[config.mk]
export PLATFORM = sky130hd
export DESIGN_NAME = seven_segment_multi_display_flat
export DESIGN_NICKNAME = d
export VERILOG_FILES = /design/src/rtl/seven_segment_multi_display_if.sv /design/src/rtl/seven_segment_multi_display.sv /design/src/flat_wrapper.sv
export SDC_FILE = /design/constraint.sdc
export NUM_CORES = 1
export LEC_CHECK = 0
export ABC_AREA = 1
export ABC_CLOCK_PERIOD_IN_PS = 7950
export CAP_MARGIN = 20
export CELL_PAD_IN_SITES_DETAIL_PLACEMENT = 1
export CELL_PAD_IN_SITES_GLOBAL_PLACEMENT = 2
export CORE_MARGIN = 4
export CORE_UTILIZATION = 35
export CTS_CLUSTER_SIZE = 16
export DETAILED_ROUTE_END_ITERATION = 10
export GPL_TIMING_DRIVEN = 0
export PLACE_DENSITY = 0.87
export SYNTH_ARGS = -nofsm -noshare
export SYNTH_HDL_FRONTEND = slang
export SYNTH_SLANG_ARGS = --single-unit
[constraint.sdc]
create_clock -name clk -period 7.95 [get_ports clk]
set_input_delay 1.59 -clock clk [delete_from_list [all_inputs] [get_ports clk]]
set_output_delay 1.59 -clock clk [all_outputs]
set_load 0.03 [all_outputs]
[src/rtl/seven_segment_multi_display_if.sv]
// Load/value/mode bundle and display outputs between result logic and the
// seven-segment driver.
interface seven_segment_multi_display_if #(
  parameter int N_DIGITS   = 6,
  parameter int DATA_WIDTH = 20
);
  logic                    load;
  logic [DATA_WIDTH-1:0]   value;
  logic                    hex_mode;
  logic                    blank_lz;
  logic [N_DIGITS-1:0]     dp_mask;
  logic                    blink_en;
  logic                    busy;
  logic                    done;
  logic                    overflow;
  logic [8*N_DIGITS-1:0]   seg;

  modport master (
    output load, value, hex_mode, blank_lz, dp_mask, blink_en,
    input  busy, done, overflow, seg
  );

  modport slave (
    input  load, value, hex_mode, blank_lz, dp_mask, blink_en,
    output busy, done, overflow, seg
  );
endinterface

[src/rtl/seven_segment_multi_display.sv]
// Multi-digit common-anode 7-segment driver: sequential double-dabble BCD or hex
// nibbles, leading-zero blanking, per-digit DP, overflow dashes, whole-display blink.
module seven_segment_multi_display #(
  parameter int N_DIGITS   = 6,
  parameter int DATA_WIDTH = 20,
  parameter int BLINK_DIV  = 25000000
) (
  input logic                         clk,
  input logic                         reset,
  seven_segment_multi_display_if.slave bus
);

  localparam int BW = 4 * N_DIGITS;
  localparam int SW = 8 * N_DIGITS;
  localparam int CW = $clog2(DATA_WIDTH + 1);
  localparam int KW = (BLINK_DIV > 2) ? $clog2(BLINK_DIV) : 1;

  function automatic logic [63:0] pow10(int n);
    logic [63:0] r;
    r = 64'd1;
    for (int i = 0; i < n; i++) r = r * 64'd10;
    return r;
  endfunction

  localparam logic [63:0] LIMIT = pow10(N_DIGITS);

  function automatic logic [6:0] seg7(logic [3:0] n);
    case (n)
      4'h0: return 7'b0000001;
      4'h1: return 7'b1001111;
      4'h2: return 7'b0010010;
      4'h3: return 7'b0000110;
      4'h4: return 7'b1001100;
      4'h5: return 7'b0100100;
      4'h6: return 7'b0100000;
      4'h7: return 7'b0001111;
      4'h8: return 7'b0000000;
      4'h9: return 7'b0001100;
      4'hA: return 7'b0001000;
      4'hB: return 7'b1100000;
      4'hC: return 7'b0110001;
      4'hD: return 7'b1000010;
      4'hE: return 7'b0110000;
      default: return 7'b0111000;
    endcase
  endfunction

  typedef enum logic {IDLE, CONVERT} state_t;

  state_t                state_q, state_d;
  logic [CW-1:0]         cnt_q, cnt_d;
  logic [DATA_WIDTH-1:0] shreg_q, shreg_d;
  logic [BW-1:0]         bcd_q, bcd_d;
  logic                  hex_q, hex_d, blz_q, blz_d, ovf_q, ovf_d, done_q, done_d;
  logic [N_DIGITS-1:0]   dp_q, dp_d;
  logic [SW-1:0]         disp_q, disp_d, seg_q, seg_d;
  logic [KW-1:0]         bcnt_q, bcnt_d;
  logic                  phase_q, phase_d;

  logic [BW-1:0] hexv, adj, nibs;
  logic [SW-1:0] render;

  // Hex digits past the input width read as zero; input bits past the display are dropped.
  if (DATA_WIDTH >= BW) begin : g_hex_trunc
    assign hexv = shreg_q[BW-1:0];
  end else begin : g_hex_pad
    assign hexv = {{(BW-DATA_WIDTH){1'b0}}, shreg_q};
  end

  assign nibs = hex_q ? hexv : bcd_q;

  always_comb begin
    adj = bcd_q;
    for (int i = 0; i < N_DIGITS; i++) begin
      if (bcd_q[4*i +: 4] >= 4'd5) adj[4*i +: 4] = bcd_q[4*i +: 4] + 4'd3;
    end
  end

  always_comb begin
    logic       seen;
    logic [6:0] g;
    render = '1;
    seen   = 1'b0;
    g      = 7'h7F;
    for (int i = N_DIGITS - 1; i >= 0; i--) begin
      if (nibs[4*i +: 4] != 4'd0 || i == 0) seen = 1'b1;
      if (ovf_q)                 g = 7'b1111110;
      else if (blz_q && !seen)   g = 7'b1111111;
      else                       g = seg7(nibs[4*i +: 4]);
      render[8*i +: 8] = {g, ~dp_q[i]};
    end
  end

  always_comb begin
    state_d = state_q;
    cnt_d   = cnt_q;
    shreg_d = shreg_q;
    bcd_d   = bcd_q;
    hex_d   = hex_q;
    blz_d   = blz_q;
    ovf_d   = ovf_q;
    dp_d    = dp_q;
    disp_d  = disp_q;
    done_d  = 1'b0;
    case (state_q)
      IDLE: begin
        if (bus.load) begin
          shreg_d = bus.value;
          bcd_d   = '0;
          hex_d   = bus.hex_mode;
          blz_d   = bus.blank_lz;
          dp_d    = bus.dp_mask;
          ovf_d   = !bus.hex_mode && (64'(bus.value) >= LIMIT);
          cnt_d   = bus.hex_mode ? CW'(1) : CW'(DATA_WIDTH);
          state_d = CONVERT;
        end
      end
      CONVERT: begin
        if (cnt_q != '0) begin
          cnt_d = cnt_q - CW'(1);
          if (!hex_q) begin
            bcd_d   = (adj << 1) | {{(BW-1){1'b0}}, shreg_q[DATA_WIDTH-1]};
            shreg_d = shreg_q << 1;
          end
        end else begin
          disp_d  = render;
          done_d  = 1'b1;
          state_d = IDLE;
        end
      end
      default: state_d = IDLE;
    endcase
  end

  // Blink phase runs continuously so enabling blink never restarts the cadence.
  always_comb begin
    bcnt_d  = bcnt_q + KW'(1);
    phase_d = phase_q;
    if (bcnt_q == KW'(BLINK_DIV - 1)) begin
      bcnt_d  = '0;
      phase_d = !phase_q;
    end
    seg_d = (bus.blink_en && !phase_d) ? '1 : disp_d;
  end

  always_ff @(posedge clk or posedge reset) begin
    if (reset) begin
      state_q <= IDLE;
      cnt_q   <= '0;
      shreg_q <= '0;
      bcd_q   <= '0;
      hex_q   <= 1'b0;
      blz_q   <= 1'b0;
      ovf_q   <= 1'b0;
      dp_q    <= '0;
      disp_q  <= '1;
      seg_q   <= '1;
      done_q  <= 1'b0;
      bcnt_q  <= '0;
      phase_q <= 1'b1;
    end else begin
      state_q <= state_d;
      cnt_q   <= cnt_d;
      shreg_q <= shreg_d;
      bcd_q   <= bcd_d;
      hex_q   <= hex_d;
      blz_q   <= blz_d;
      ovf_q   <= ovf_d;
      dp_q    <= dp_d;
      disp_q  <= disp_d;
      seg_q   <= seg_d;
      done_q  <= done_d;
      bcnt_q  <= bcnt_d;
      phase_q <= phase_d;
    end
  end

  assign bus.busy     = (state_q == CONVERT);
  assign bus.done     = done_q;
  assign bus.overflow = ovf_q;
  assign bus.seg      = seg_q;

endmodule

[src/flat_wrapper.sv]
// flat-port wrapper written by rule: the top's interface ports become plain ports
module seven_segment_multi_display_flat 
#(
  parameter int N_DIGITS   = 6,
  parameter int DATA_WIDTH = 20,
  parameter int BLINK_DIV  = 25000000
)
  (clk, reset, bus_load, bus_value, bus_hex_mode, bus_blank_lz, bus_dp_mask, bus_blink_en, bus_busy, bus_done, bus_overflow, bus_seg);
  seven_segment_multi_display_if #(.N_DIGITS(N_DIGITS), .DATA_WIDTH(DATA_WIDTH)) bus_i ();
  input logic clk;
  input logic reset;
  input wire logic [$bits(bus_i.load)-1:0] bus_load;
  input wire logic [$bits(bus_i.value)-1:0] bus_value;
  input wire logic [$bits(bus_i.hex_mode)-1:0] bus_hex_mode;
  input wire logic [$bits(bus_i.blank_lz)-1:0] bus_blank_lz;
  input wire logic [$bits(bus_i.dp_mask)-1:0] bus_dp_mask;
  input wire logic [$bits(bus_i.blink_en)-1:0] bus_blink_en;
  output wire logic [$bits(bus_i.busy)-1:0] bus_busy;
  output wire logic [$bits(bus_i.done)-1:0] bus_done;
  output wire logic [$bits(bus_i.overflow)-1:0] bus_overflow;
  output wire logic [$bits(bus_i.seg)-1:0] bus_seg;
  assign bus_i.load = bus_load;
  assign bus_i.value = bus_value;
  assign bus_i.hex_mode = bus_hex_mode;
  assign bus_i.blank_lz = bus_blank_lz;
  assign bus_i.dp_mask = bus_dp_mask;
  assign bus_i.blink_en = bus_blink_en;
  assign bus_busy = bus_i.busy;
  assign bus_done = bus_i.done;
  assign bus_overflow = bus_i.overflow;
  assign bus_seg = bus_i.seg;
  seven_segment_multi_display #(.N_DIGITS(N_DIGITS), .DATA_WIDTH(DATA_WIDTH), .BLINK_DIV(BLINK_DIV)) u_core (.clk(clk), .reset(reset), .bus(bus_i));
endmodule
==> impl_metrics.env <==
export IMPL_rsz0062_at_grt="no"
export IMPL_fin_crit_ns=3.34
export IMPL_path_depth=1
export IMPL_remaining_drc_errors=0
export IMPL_fin_skew_ns=0.0253
export IMPL_pre_cts_ws_ns=4.20
export IMPL_final_core_util=0.425
export IMPL_track_usage=0.191
export IMPL_cts_sinks=182
export IMPL_fin_crit_sh=0.421
export IMPL_cp_buffers_inverters=1
export IMPL_drv_slew=0
export IMPL_yosys_register_bits=182
export IMPL_grt_pass1_vias=9048
export IMPL_place_gp_congestion=0.852
export IMPL_portBuffers=82
export IMPL_worstSkewPairLatency_ns=0.46
export IMPL_synth_edf_count=0
export IMPL_row_count=61
export IMPL_hold_viol=0
export IMPL_peakVddDrop_mv=0.173
export IMPL_post_cts_setup_buffers=0
export IMPL_io_pin_count=83
export IMPL_yosysTopAreaCell="dfstp_2"
export IMPL_antenna_cells=0
export IMPL_fill_cells=3356
export IMPL_via_count=8383
export IMPL_cp_cell_sequence="clkdlybuf4s50_1"
export IMPL_comb_power_share=0.516
export IMPL_maxCapViolations=0
export IMPL_grt_pass1_wl_um=47300
export IMPL_gr_total_overflow=0
export IMPL_syn_to_final_growth_pct=19.5
export IMPL_grt_max_degree=127
export IMPL_syn_instance_count=1215
export IMPL_fin_nets=1393
export IMPL_cts_tree="done"
export IMPL_p_leak_nw=5.52
export IMPL_die_w_um=176
export IMPL_root_buffer="clkbuf_16"
export IMPL_fmax_mhz=299
export IMPL_p_int_mw=2.77
export IMPL_start_util=0.356
export IMPL_cp_slowest_cell="clkdlybuf4s50_1"
export IMPL_hold_depth=2
export IMPL_cts_hold_buf=0
export IMPL_whs_ns=0.488
export IMPL_synth_flop_cell="dfstp_2"
export IMPL_clkPwrFrac=0.172
export IMPL_fin_ws_ns=4.61
export IMPL_vias_per_cell=4.91
export IMPL_crit_fanout=5
export IMPL_worst_pin_slew_ns=0.815
export IMPL_seq_area_frac_synth=0.472
export IMPL_cp_start_kind="flip-flop"
export IMPL_cts_resized_gates=0
export IMPL_ant_nets=0
export IMPL_syn_area_mm2=0.00991
export IMPL_synthArstFlopShare=1.00
export IMPL_grt_antenna_before_repair=0
export IMPL_drive_gt1_frac=0.161
export IMPL_drt_initial_drc_count=376
export IMPL_path_delay_family="buffers and inverters"
export IMPL_setup_viol=0
export IMPL_power_mw=5.09
export IMPL_max_slew_margin=0.451
export IMPL_chipHeight_um=176
export IMPL_cts_htree_levels=4
export IMPL_power_density_mw_per_mm2=430
export IMPL_switching_power_mw=2.33
export IMPL_path_clk_slew_ns=0.09
export IMPL_ys_warn_count=0
export IMPL_max_stage_delay_ns=0.74
export IMPL_p_seq_frac=0.313
export IMPL_cts_buffers=17
export IMPL_fp_dieArea_mm2=0.0311
export IMPL_syn_num_nets=1291
export IMPL_crit_type="reg -> out"
export IMPL_core_mm2=0.0279
export IMPL_clk_path_buf_depth=2
export IMPL_dpl_hpwl_um=21700
export IMPL_hold_path_class="reg -> reg"
export IMPL_routedWlPerCell_um=17.0
export IMPL_yosysMostFrequentCell="nand2_1"
export IMPL_worstRegToRegCells=10
export IMPL_syn_area_per_cell_um2=8.15
export IMPL_synth_commonest_cells="nand2_1, inv_1, o21ai_0"
export IMPL_synth_top_cell_area_share=0.257
export IMPL_wirelength_um=29000
export IMPL_dr_pass1_iters=6
export IMPL_switching_share=0.457
export IMPL_critPathCaptureType="output pin"
export IMPL_status="completed"
export IMPL_synthTopCellsByArea="dfstp_2, dfrtp_1, nand2_1, inv_1, ha_1"
export IMPL_crit_required_ns=6.36
export IMPL_crit_arrival_ns=1.75
export IMPL_ys_types=46
[power by group through the flow]
stage	Sequential, mW	Combinational (mW)	Clock [mW]
2_1_floorplan	1.76	1.65	0
3_3_place_gp	1.60	2.56	0
3_5_place_dp	1.61	2.63	0
4_1_cts	1.60	2.65	0.897
5_1_grt	1.64	2.95	0.935
6_report	1.59	2.62	0.874
[routing by layer]
metal / share of wire / wire length (µm) / GRT usage
met2: 0.51 / 14800 / 0.339
met3: 0.025 / 712 / 0.0274
met1: 0.45 / 13100 / 0.247
met4: 0.013 / 373 / 0.0471
met5: 0 / 0 / 0
[cell families after synthesis]
kind of cell	after synthesis	synth area share
buffers and inverters	212	0.0907
AND/OR/NAND/NOR	553	0.246
adder cells (fa/ha/maj)	44	0.0556
XOR/XNOR	24	0.0212
flip-flops	182	0.472
AO/OA/AOI/OAI	200	0.114
[path summary, 6_finish.rpt]
| kind | start | end | slack [ns] |
|---|---|---|---|
| worst min-delay path | u_core.disp_q[25] | u_core.disp_q[25] | 0.49 |
| worst min register to register | u_core.disp_q[25] | u_core.disp_q[25] | 0.49 |
| worst max-delay path | u_core.bus.busy | bus_busy | 4.61 |
| max in group asynchronous | reset | u_core.bcnt_q[13] | 5.42 |
| min in group asynchronous | reset | u_core.bus.done | 1.57 |
| worst max register to register | u_core.hex_q | u_core.bus.seg[9] | 5.14 |
[layout by cell type (no fill, tap or decap), drive strengths merged, types with 2 or more instances in the layout]
| master | Yosys | final |
|---|---|---|
| a211oi | 2 | 2 |
| a21oi | 18 | 18 |
| a22oi | 2 | 2 |
| a31oi | 3 | 3 |
| buf | 25 | 26 |
| clkbuf | 10 | 28 |
| clkdlybuf4s50 | 0 | 82 |
| clkinv | 1 | 4 |
| clkinvlp | 0 | 2 |
| dfrtp | 85 | 85 |
| dfstp | 97 | 97 |
| ha | 44 | 44 |
| inv | 176 | 185 |
| nand2 | 309 | 309 |
| nand3 | 92 | 92 |
| nand3b | 3 | 3 |
| nand4 | 12 | 12 |
| nor2 | 83 | 83 |
| nor3 | 20 | 20 |
| nor3b | 2 | 2 |
| o211ai | 17 | 17 |
| o21a | 2 | 2 |
| o21ai | 127 | 127 |
| o22ai | 21 | 21 |
| o31ai | 3 | 3 |
| or2 | 30 | 30 |
| xnor2 | 4 | 4 |
| xor2 | 20 | 20 |
[registers in the layout (all words and copies together) (netlist names), 5 cells and up]
signal / flops
u_core.disp_q: 48
u_core.dp_q: 6
u_core.bcd_q: 24
u_core.bus.seg: 48
u_core.shreg_q: 20
u_core.bcnt_q: 25
u_core.cnt_q: 5
[area by class of cell]
| type | instances | area [µm²] | share of cell area |
|---|---|---|---|
| buffer | 35 | 230 | 0.0195 |
| clock buffer | 18 | 450 | 0.0381 |
| clock inverter | 14 | 148 | 0.0125 |
| inverter | 177 | 676 | 0.0571 |
| multi-input combinational | 821 | 4330 | 0.366 |
| sequential | 182 | 4680 | 0.395 |
| tap | 378 | 473 | 0.0400 |
| timing repair buffer | 83 | 848 | 0.0717 |
[through the flow]
step	setup TNS, ns	instance area, µm²	cells
after floorplan	0	9910	1215
after global placement	-90.90	11200	1675
after detailed placement	0	11200	1676
after CTS	0	11800	1708
after global routing	0	11800	1708
final	0	11800	1708
Power figures use the tool's default switching activity.
